<file path="config.mk">
export PLATFORM = sky130hd
export DESIGN_NAME = gam_connection_controller
export DESIGN_NICKNAME = d
export VERILOG_FILES = /design/src/rtl/gam_connection_controller.sv
export SDC_FILE = /design/constraint.sdc
export NUM_CORES = 1
export LEC_CHECK = 0
export CAP_MARGIN = 10
export CORE_ASPECT_RATIO = 1.2
export CORE_MARGIN = 2
export CORE_UTILIZATION = 54
export CTS_CLUSTER_SIZE = 24
export DETAILED_ROUTE_END_ITERATION = 10
export PLACE_DENSITY = 0.85
export SYNTH_ARGS = -nofsm -noshare
export SYNTH_HDL_FRONTEND = slang
export SYNTH_SLANG_ARGS = --single-unit
</file>
<file path="constraint.sdc">
create_clock -name clk -period 3.3 [get_ports clk]
set_input_delay 0.66 -clock clk [delete_from_list [all_inputs] [get_ports clk]]
set_output_delay 0.66 -clock clk [all_outputs]
set_load 0.05 [all_outputs]
</file>
<file path="src/rtl/gam_connection_controller.sv">
// Edge-memory sequencer for the GAM memory layer: refreshes the s1-s2 edge, ages other s1 edges, deletes stale ones.
// Define CONN_DELETE_COUNT_EN to add the del_count output (edges deleted during the last pass).
module gam_connection_controller #(
  parameter int NODE_W  = 6,
  parameter int AGE_W   = 4,
  parameter int AGE_MAX = 10
) (
  input  logic                  clk,
  input  logic                  reset,
  input  logic                  start,
  input  logic [NODE_W-1:0]     s1_idx,
  input  logic [NODE_W-1:0]     s2_idx,
  input  logic [NODE_W:0]       node_count,
  output logic                  busy,
  output logic                  done,
  output logic                  err,
  output logic [2*NODE_W-1:0]   edge_addr,
  output logic                  edge_we,
  output logic [AGE_W:0]        edge_wdata,
  input  logic [AGE_W:0]        edge_rdata
`ifdef CONN_DELETE_COUNT_EN
  ,
  output logic [NODE_W:0]       del_count
`endif
);

  typedef enum logic [2:0] {
    IDLE,
    RD,
    RD_WAIT,
    WR_FWD,
    WR_REV,
    NEXT,
    DONE
  } state_e;

  localparam logic [AGE_W:0] AGE_LIMIT = (AGE_W + 1)'(AGE_MAX);

  state_e                state_q, state_d;
  logic [NODE_W-1:0]     j_q, j_d;
  logic [NODE_W-1:0]     s1_q, s1_d;
  logic [NODE_W-1:0]     s2_q, s2_d;
  logic [NODE_W:0]       nc_q, nc_d;
  logic [AGE_W:0]        wdata_q, wdata_d;
  logic [2*NODE_W-1:0]   addr_q, addr_d;
  logic                  we_q, we_d;
  logic                  busy_q, busy_d;
  logic                  done_q, done_d;
  logic                  err_q, err_d;
`ifdef CONN_DELETE_COUNT_EN
  logic [NODE_W:0]       del_q, del_d;
`endif

  logic                  illegal_req;
  logic                  last_j;
  logic [AGE_W:0]        age_n;

  assign illegal_req = (s1_idx == s2_idx)
                    || ({1'b0, s1_idx} >= node_count)
                    || ({1'b0, s2_idx} >= node_count);

  // j is widened so node_count = 2^NODE_W terminates without wrapping.
  assign last_j = ({1'b0, j_q} == (nc_q - (NODE_W + 1)'(1)));
  assign age_n  = {1'b0, edge_rdata[AGE_W-1:0]} + (AGE_W + 1)'(1);

  // State register: every output is a flop, so reset clears the RAM port at once.
  // NOTE: sequential state uses non-blocking assignments so all flops update from pre-edge values.
  always_ff @(posedge clk or negedge reset) begin
    if (!reset) begin
      state_q <= IDLE;
      j_q     <= '0;
      s1_q    <= '0;
      s2_q    <= '0;
      nc_q    <= '0;
      wdata_q <= '0;
      addr_q  <= '0;
      we_q    <= 1'b0;
      busy_q  <= 1'b0;
      done_q  <= 1'b0;
      err_q   <= 1'b0;
`ifdef CONN_DELETE_COUNT_EN
      del_q   <= '0;
`endif
    end else begin
      state_q <= state_d;
      j_q     <= j_d;
      s1_q    <= s1_d;
      s2_q    <= s2_d;
      nc_q    <= nc_d;
      wdata_q <= wdata_d;
      addr_q  <= addr_d;
      we_q    <= we_d;
      busy_q  <= busy_d;
      done_q  <= done_d;
      err_q   <= err_d;
`ifdef CONN_DELETE_COUNT_EN
      del_q   <= del_d;
`endif
    end
  end

  // Next-state and datapath.
  // NOTE: every signal gets a default first, so no path through the case can infer a latch.
  always_comb begin
    state_d = state_q;
    j_d     = j_q;
    s1_d    = s1_q;
    s2_d    = s2_q;
    nc_d    = nc_q;
    wdata_d = wdata_q;
`ifdef CONN_DELETE_COUNT_EN
    del_d   = del_q;
`endif
    unique case (state_q)
      IDLE: begin
        if (start) begin
          s1_d = s1_idx;
          s2_d = s2_idx;
          nc_d = node_count;
          if (illegal_req) begin
            state_d = DONE;
          end else begin
            j_d     = '0;
            state_d = RD;
`ifdef CONN_DELETE_COUNT_EN
            del_d   = '0;
`endif
          end
        end
      end
      RD: state_d = RD_WAIT;
      RD_WAIT: begin
        if (j_q == s1_q) begin
          state_d = NEXT;
        end else if (j_q == s2_q) begin
          wdata_d = {1'b1, {AGE_W{1'b0}}};
          state_d = WR_FWD;
        end else if (edge_rdata[AGE_W]) begin
          state_d = WR_FWD;
          if (age_n > AGE_LIMIT) begin
            wdata_d = '0;
`ifdef CONN_DELETE_COUNT_EN
            del_d   = del_q + (NODE_W + 1)'(1);
`endif
          end else begin
            wdata_d = {1'b1, age_n[AGE_W-1:0]};
          end
        end else begin
          state_d = NEXT;
        end
      end
      WR_FWD: state_d = WR_REV;
      WR_REV: state_d = NEXT;
      NEXT: begin
        if (last_j) begin
          state_d = DONE;
        end else begin
          j_d     = j_q + NODE_W'(1);
          state_d = RD;
        end
      end
      DONE:    state_d = IDLE;
      default: state_d = IDLE;
    endcase
  end

  // Outputs are computed from the upcoming state so they are registered yet aligned with it.
  always_comb begin
    addr_d = addr_q;
    we_d   = 1'b0;
    unique case (state_d)
      RD:      addr_d = {s1_d, j_d};
      WR_FWD: begin
        addr_d = {s1_d, j_d};
        we_d   = 1'b1;
      end
      WR_REV: begin
        addr_d = {j_d, s1_d};
        we_d   = 1'b1;
      end
      default: ;
    endcase
    busy_d = (state_d != IDLE);
    done_d = (state_d == DONE);
    err_d  = (state_q == IDLE) && start && illegal_req;
  end

  assign busy       = busy_q;
  assign done       = done_q;
  assign err        = err_q;
  assign edge_addr  = addr_q;
  assign edge_we    = we_q;
  assign edge_wdata = wdata_q;
`ifdef CONN_DELETE_COUNT_EN
  assign del_count  = del_q;
`endif

endmodule

</file>
# Word level (Yosys, flattened, before mapping)
# Cells that the tools add are included.
# Widths: inputs -> output; s select.
dict set report word_totals {
  ff_bits 49
}
dict set report op_classes {
  n_addsub 3
  n_lt_le_gt_ge 3
  n_eq_ne 13
  muxes 18
  bitwise 1
  n_reduce_logical 12
}
# cell count
set op_table {}
lappend op_table {{$mux 6} 5}
lappend op_table {{$pmux 12 s2} 1}
lappend op_table {{$eq 6x6->1} 3}
lappend op_table {{$mux 3} 6}
lappend op_table {{$pmux 3 s6} 1}
lappend op_table {{$mux 5} 3}
lappend op_table {{$ge 6x7->1} 2}
lappend op_table {{$eq 3x3->1 const B} 4}
lappend op_table {{$pmux 6 s2} 1}
lappend op_table {{$eq 3x2->1 const B} 3}
lappend op_table {{$eq 6x7->1} 1}
lappend op_table {{$sub 7x1->7 const B} 1}
lappend op_table {{$add 6x1->6 const B} 1}
lappend op_table {{$eq 3x1->1 const B} 2}
lappend op_table {{$add 4x1->5 const B} 1}
lappend op_table {{$gt 5x4->1 const B} 1}
lappend op_table {{$reduce_bool 2->1} 2}
lappend op_table {{$reduce_or 2->1} 2}
lappend op_table {{$logic_not 3->1} 1}
lappend op_table {{$reduce_and 3->1} 1}
lappend op_table {{$reduce_bool 3->1} 1}
lappend op_table {{$logic_and 1x1->1} 2}
lappend op_table {{$logic_or 1x1->1} 2}
lappend op_table {{$reduce_and 2->1} 1}
lappend op_table {{other kinds (2)} 2}

# Depth between registers and ports, before layout
dict set report logic_depth {
  word_depth 9
  depth_mapped 11
  mapped_depth_nobuf 9
}

# Least setup slack after synthesis
# OpenSTA, ideal clock, no wires.
dict set report synth_path {
  path_type {in2reg}
  from {input port s2_idx[0]}
  to {register addr_q[8], in the netlist edge_addr[8]}
  arrival_ps 2881
  required_ps 3175
  slack_ps 295
  cell_stages 10
  n_path_buf 1
  cell_sequence {inv_1 > ha_1 > nand2b_1 > a211oi_1 > o22ai_1 > or4_1 > buf_2 > o211ai_4 > mux2_2 > mux2_2}
}
dict set report synth_between {
  elab_chain_len 9
  word_cells_on_any_way 16
  classes_between {order compare (1); eq/ne (4); mux (7); reduce/logical (4)}
}
# item line_no
set synth_rtl {}
lappend synth_rtl {{start: declaration} 12} ;# input logic [NODE_W-1:0] s2_idx,
lappend synth_rtl {{parallel branches: the longest is 2 deep, another holds $ge 6x7->1} -}
lappend synth_rtl {{$logic_or 1x1->1 (*)} 60} ;# || ({1'b0, s2_idx} >= node_count);
lappend synth_rtl {{$mux 3} 120} ;# if (illegal_req) begin
lappend synth_rtl {{$mux 3} 116} ;# if (start) begin
lappend synth_rtl {{$pmux 3 s6} 114} ;# unique case (state_q)
lappend synth_rtl {{$eq 3x2->1 / $eq 3x1->1 (equally long branches)} 171} ;# unique case (state_d)
lappend synth_rtl {{$reduce_or 2->1 (no source line)} -}
lappend synth_rtl {{$pmux 12 s2 / $reduce_bool 2->1 (equally long branches)} -}
lappend synth_rtl {{end signal: assignment} 91} ;# addr_q <= addr_d;
lappend synth_rtl {{end: declaration} 45} ;# logic [2*NODE_W-1:0] addr_q, addr_d;
# Mark *: on every way between the ends.
# A chain may end at the register's enable or synchronous reset.

# Final worst setup path
# Same ends and word-level chain as after synthesis.

==> flow_metrics.tcl <==
set metrics [dict create \
    fp.coreArea_um2 5260 \
    post-place-ws_ps -214 \
    ys.flop_type "dfrtp_1" \
    seq_area_frac_synth_pct 41.8 \
    cts_made_buffers 5 \
    final_layout_size_suffix_gt1_share_pct 17.0 \
    tightest_slew_ps 1070 \
    overflow 0 \
    grtUsageTotal_pct 24.3 \
    grt_max_degree 50 \
    cts.reportedPaths.clkPinSlew_ps 100 \
    r2r_start "nc_q[0]" \
    setup_violations 0 \
    hold_violations 0 \
    async_flop_share_pct 100 \
    routed_wl_mm 6.77 \
    die_y_um 84.8 \
    status "finished clean" \
    post-route-min-period_ps 3200 \
    r2r_setup_slack_ps 520 \
    setup_slack_ps 99.4 \
    r2r_cells 9 \
    holdPathStages 2 \
    regToRegEndpoint "edge_addr[10]" \
    synth_cells 290 \
    final.period_utilization_pct 97.0 \
    vias 2363 \
    critPathArrivalTime_ps 3400 \
    min_to "edge_wdata[3]" \
    post_drt_wl_per_cell_um 16.3 \
    dp_cells 406 \
    synth_edf_count 0 \
    clock_sinks 49 \
    final_antenna_net_count 0 \
    drc_errors 0 \
    yosysWarningCount 0 \
    synth.net_count 333 \
    root_buffer "clkbuf_8" \
    finalNonFillerCells 415 \
    ys_ff_latch 49 \
    crit_path_start_kind "primary input" \
    cts_tree "built" \
    relSlewSlack_pct 28.6 \
    setup_tns_ps 0 \
    timing_worst_setup_path_type "primary input to register" \
    fin_nets 395 \
    min_from "edge_wdata[3]" \
    crit_required_ps 3500 \
    routed_via_density 5.69 \
    die_x_um 71.3 \
    hpwlAfterDp_mm 5.16 \
    drt_first_pass_iters 4 \
    setup.worst_path.end_class "register" \
    grt_pass1_vias 2475 \
    cap_violations 0 \
    ys_types 45 \
    pin_count 48 \
    path_max_fanout 6 \
    pwr_density_cell_nw_per_um2 940 \
    antenna_found_initial 0 \
    portBuffers 47 \
    synth.cell_area_um2 2940 \
    syn_to_final_growth_pct 25.7 \
    place_congestion 0.917 \
    final_max_slew_viol_count 0 \
    max_freq_mhz 312 \
    rsz0062_at_grt "yes" \
    num_rows 29 \
    leakagePower_nw 1.68 \
    htreeDepth 2 \
    dieArea_um2 6040 \
    skew_ps 8.94 \
    hold_path.class "register to register" \
    vdd_drop_max_uv 740 \
    start_util_pct 55.8 \
    drtIter0Drc 111 \
    clk_path_buf_depth 2 \
    synth.avg_cell_area_um2 10.1 \
    grt_pass1_wl_mm 11.6 \
    antenna_cells 0 \
    ctsHoldBuffers 0 \
    clkLatencyLatePin_ps 310 \
]
## per-stage QoR
stage	cell area (um^2)	util [%]	hold slack [ps]	power, mW
5_1_grt	3690	70.1	530	3.70
2_1_floorplan	2940	-	364	2.45
3_3_place_gp	3560	67.7	466	2.94
4_1_cts	3680	69.9	503	3.46
6_report	3690	70.1	496	3.47
3_5_place_dp	3560	67.7	481	3.02
## how the worst max path moves through the flow
stage / start / to / slack, ps
global route: s2_idx[0] / edge_addr[8] / -9
finish: s2_idx[0] / edge_addr[8] / 100
detailed placement: s2_idx[0] / edge_addr[8] / -210
CTS: s2_idx[0] / edge_addr[8] / 100
floorplan: s2_idx[0] / edge_addr[8] / 290
global placement: s2_idx[0] / edge_addr[8] / -170
## metal layers
metal | up-vias | share of wire (%) | global-route usage (%)
met4 | 0 | 1.8 | 8.40
li1 | 1146 | - | -
met3 | 12 | 3.0 | 3.84
met2 | 51 | 53 | 42.8
met1 | 1154 | 43 | 29.9
met5 | - | 0 | 0
## timing repair
item	4_1_cts	5_1_grt
gates resized for setup	0	1
setup buffers	0	1
endpoints found under the setup margin	0	3
## power by group
| part | switching, mW | internal, mW |
|---|---|---|
| clock | 0.208 | 0.227 |
| sequential | 0.266 | 0.873 |
| combinational | 1.06 | 0.829 |
| total | 1.54 | 1.93 |
## cells in the final DEF (no fill, tap or decap), types with 2 or more instances in the layout
| cell | n |
|---|---|
| dfrtp_1 | 49 |
| clkdlybuf4s50_1 | 46 |
| inv_1 | 23 |
| nand2_1 | 22 |
| mux2_2 | 21 |
| o21ai_0 | 19 |
| buf_4 | 19 |
| ha_1 | 16 |
| xnor2_1 | 14 |
| xor2_1 | 13 |
| nand3_1 | 12 |
| a21oi_1 | 12 |
| nor2_1 | 11 |
| nand2b_1 | 6 |
| mux2i_1 | 6 |
| a21o_1 | 5 |
| clkbuf_8 | 5 |
| nor3_1 | 4 |
| a211oi_1 | 4 |
| o22ai_1 | 4 |
| nor4_1 | 3 |
| nand4_1 | 3 |
| or3_1 | 3 |
| or4_4 | 2 |
| and4b_1 | 2 |
| a31oi_1 | 2 |
| or4_1 | 2 |
| o211ai_1 | 2 |
| o21a_1 | 2 |
## Yosys cell counts (all sizes together), types with 3 or more instances
library cell	number	area, um^2
nand2b	6	37.5
o22ai	4	25.0
a21o	5	37.5
nand4	3	18.8
nand2	22	82.6
or4	4	37.5
inv	23	86.3
buf	5	31.3
a21oi	12	60.1
xor2	14	130
a211oi	4	30.0
nor2	11	41.3
mux2	23	263
clkbuf	7	26.3
mux2i	6	60.1
xnor2	14	123
o211ai	3	36.3
ha	16	200
or3	3	18.8
nor3	4	20.0
nand3	12	60.1
nor4	3	18.8
o21ai	19	95.1
dfrtp	49	1230
## area by class of cell
| class | count | area (um^2) |
|---|---|---|
| clock buffer | 5 | 68.8 |
| inverter | 23 | 86.3 |
| clock inverter | 3 | 46.3 |
| fill | 375 | 1570 |
| tap | 62 | 77.6 |
| multi-input combinational | 206 | 1570 |
| timing repair buffer | 67 | 619 |
| sequential | 49 | 1230 |
## state kept, by name, indices dropped and copies added, names as in the netlist
register,count
edge_addr,12
state_q,3
nc_q,7
j_q,6
err,1
edge_wdata,5
done,1
edge_we,1
busy,1
s2_q,6
s1_q,6
## worst max-delay path, stage by stage
cell	delay [ps]
clkdlybuf4s50_1	480
inv_1	50
ha_1	270
nand2b_1	140
a211oi_1	230
o22ai_1	100
or4_1	570
o211ai_4	280
mux2_2	360
mux2_2	260
## cell families (layout without fill, tap and decap cells)
kind of cell    count (synthesis)  in the layout  share of synthesized area (%)
flops                          49             49                           41.8
mux                            29             29                           11.0
buf+inv                        35             98                           4.90
simple gates                   75             75                           13.5
compound gates                 58             58                           13.4
fa+ha+maj                      16             16                           6.82
xor+xnor                       28             28                           8.61
(Power assumes the default switching activity.)
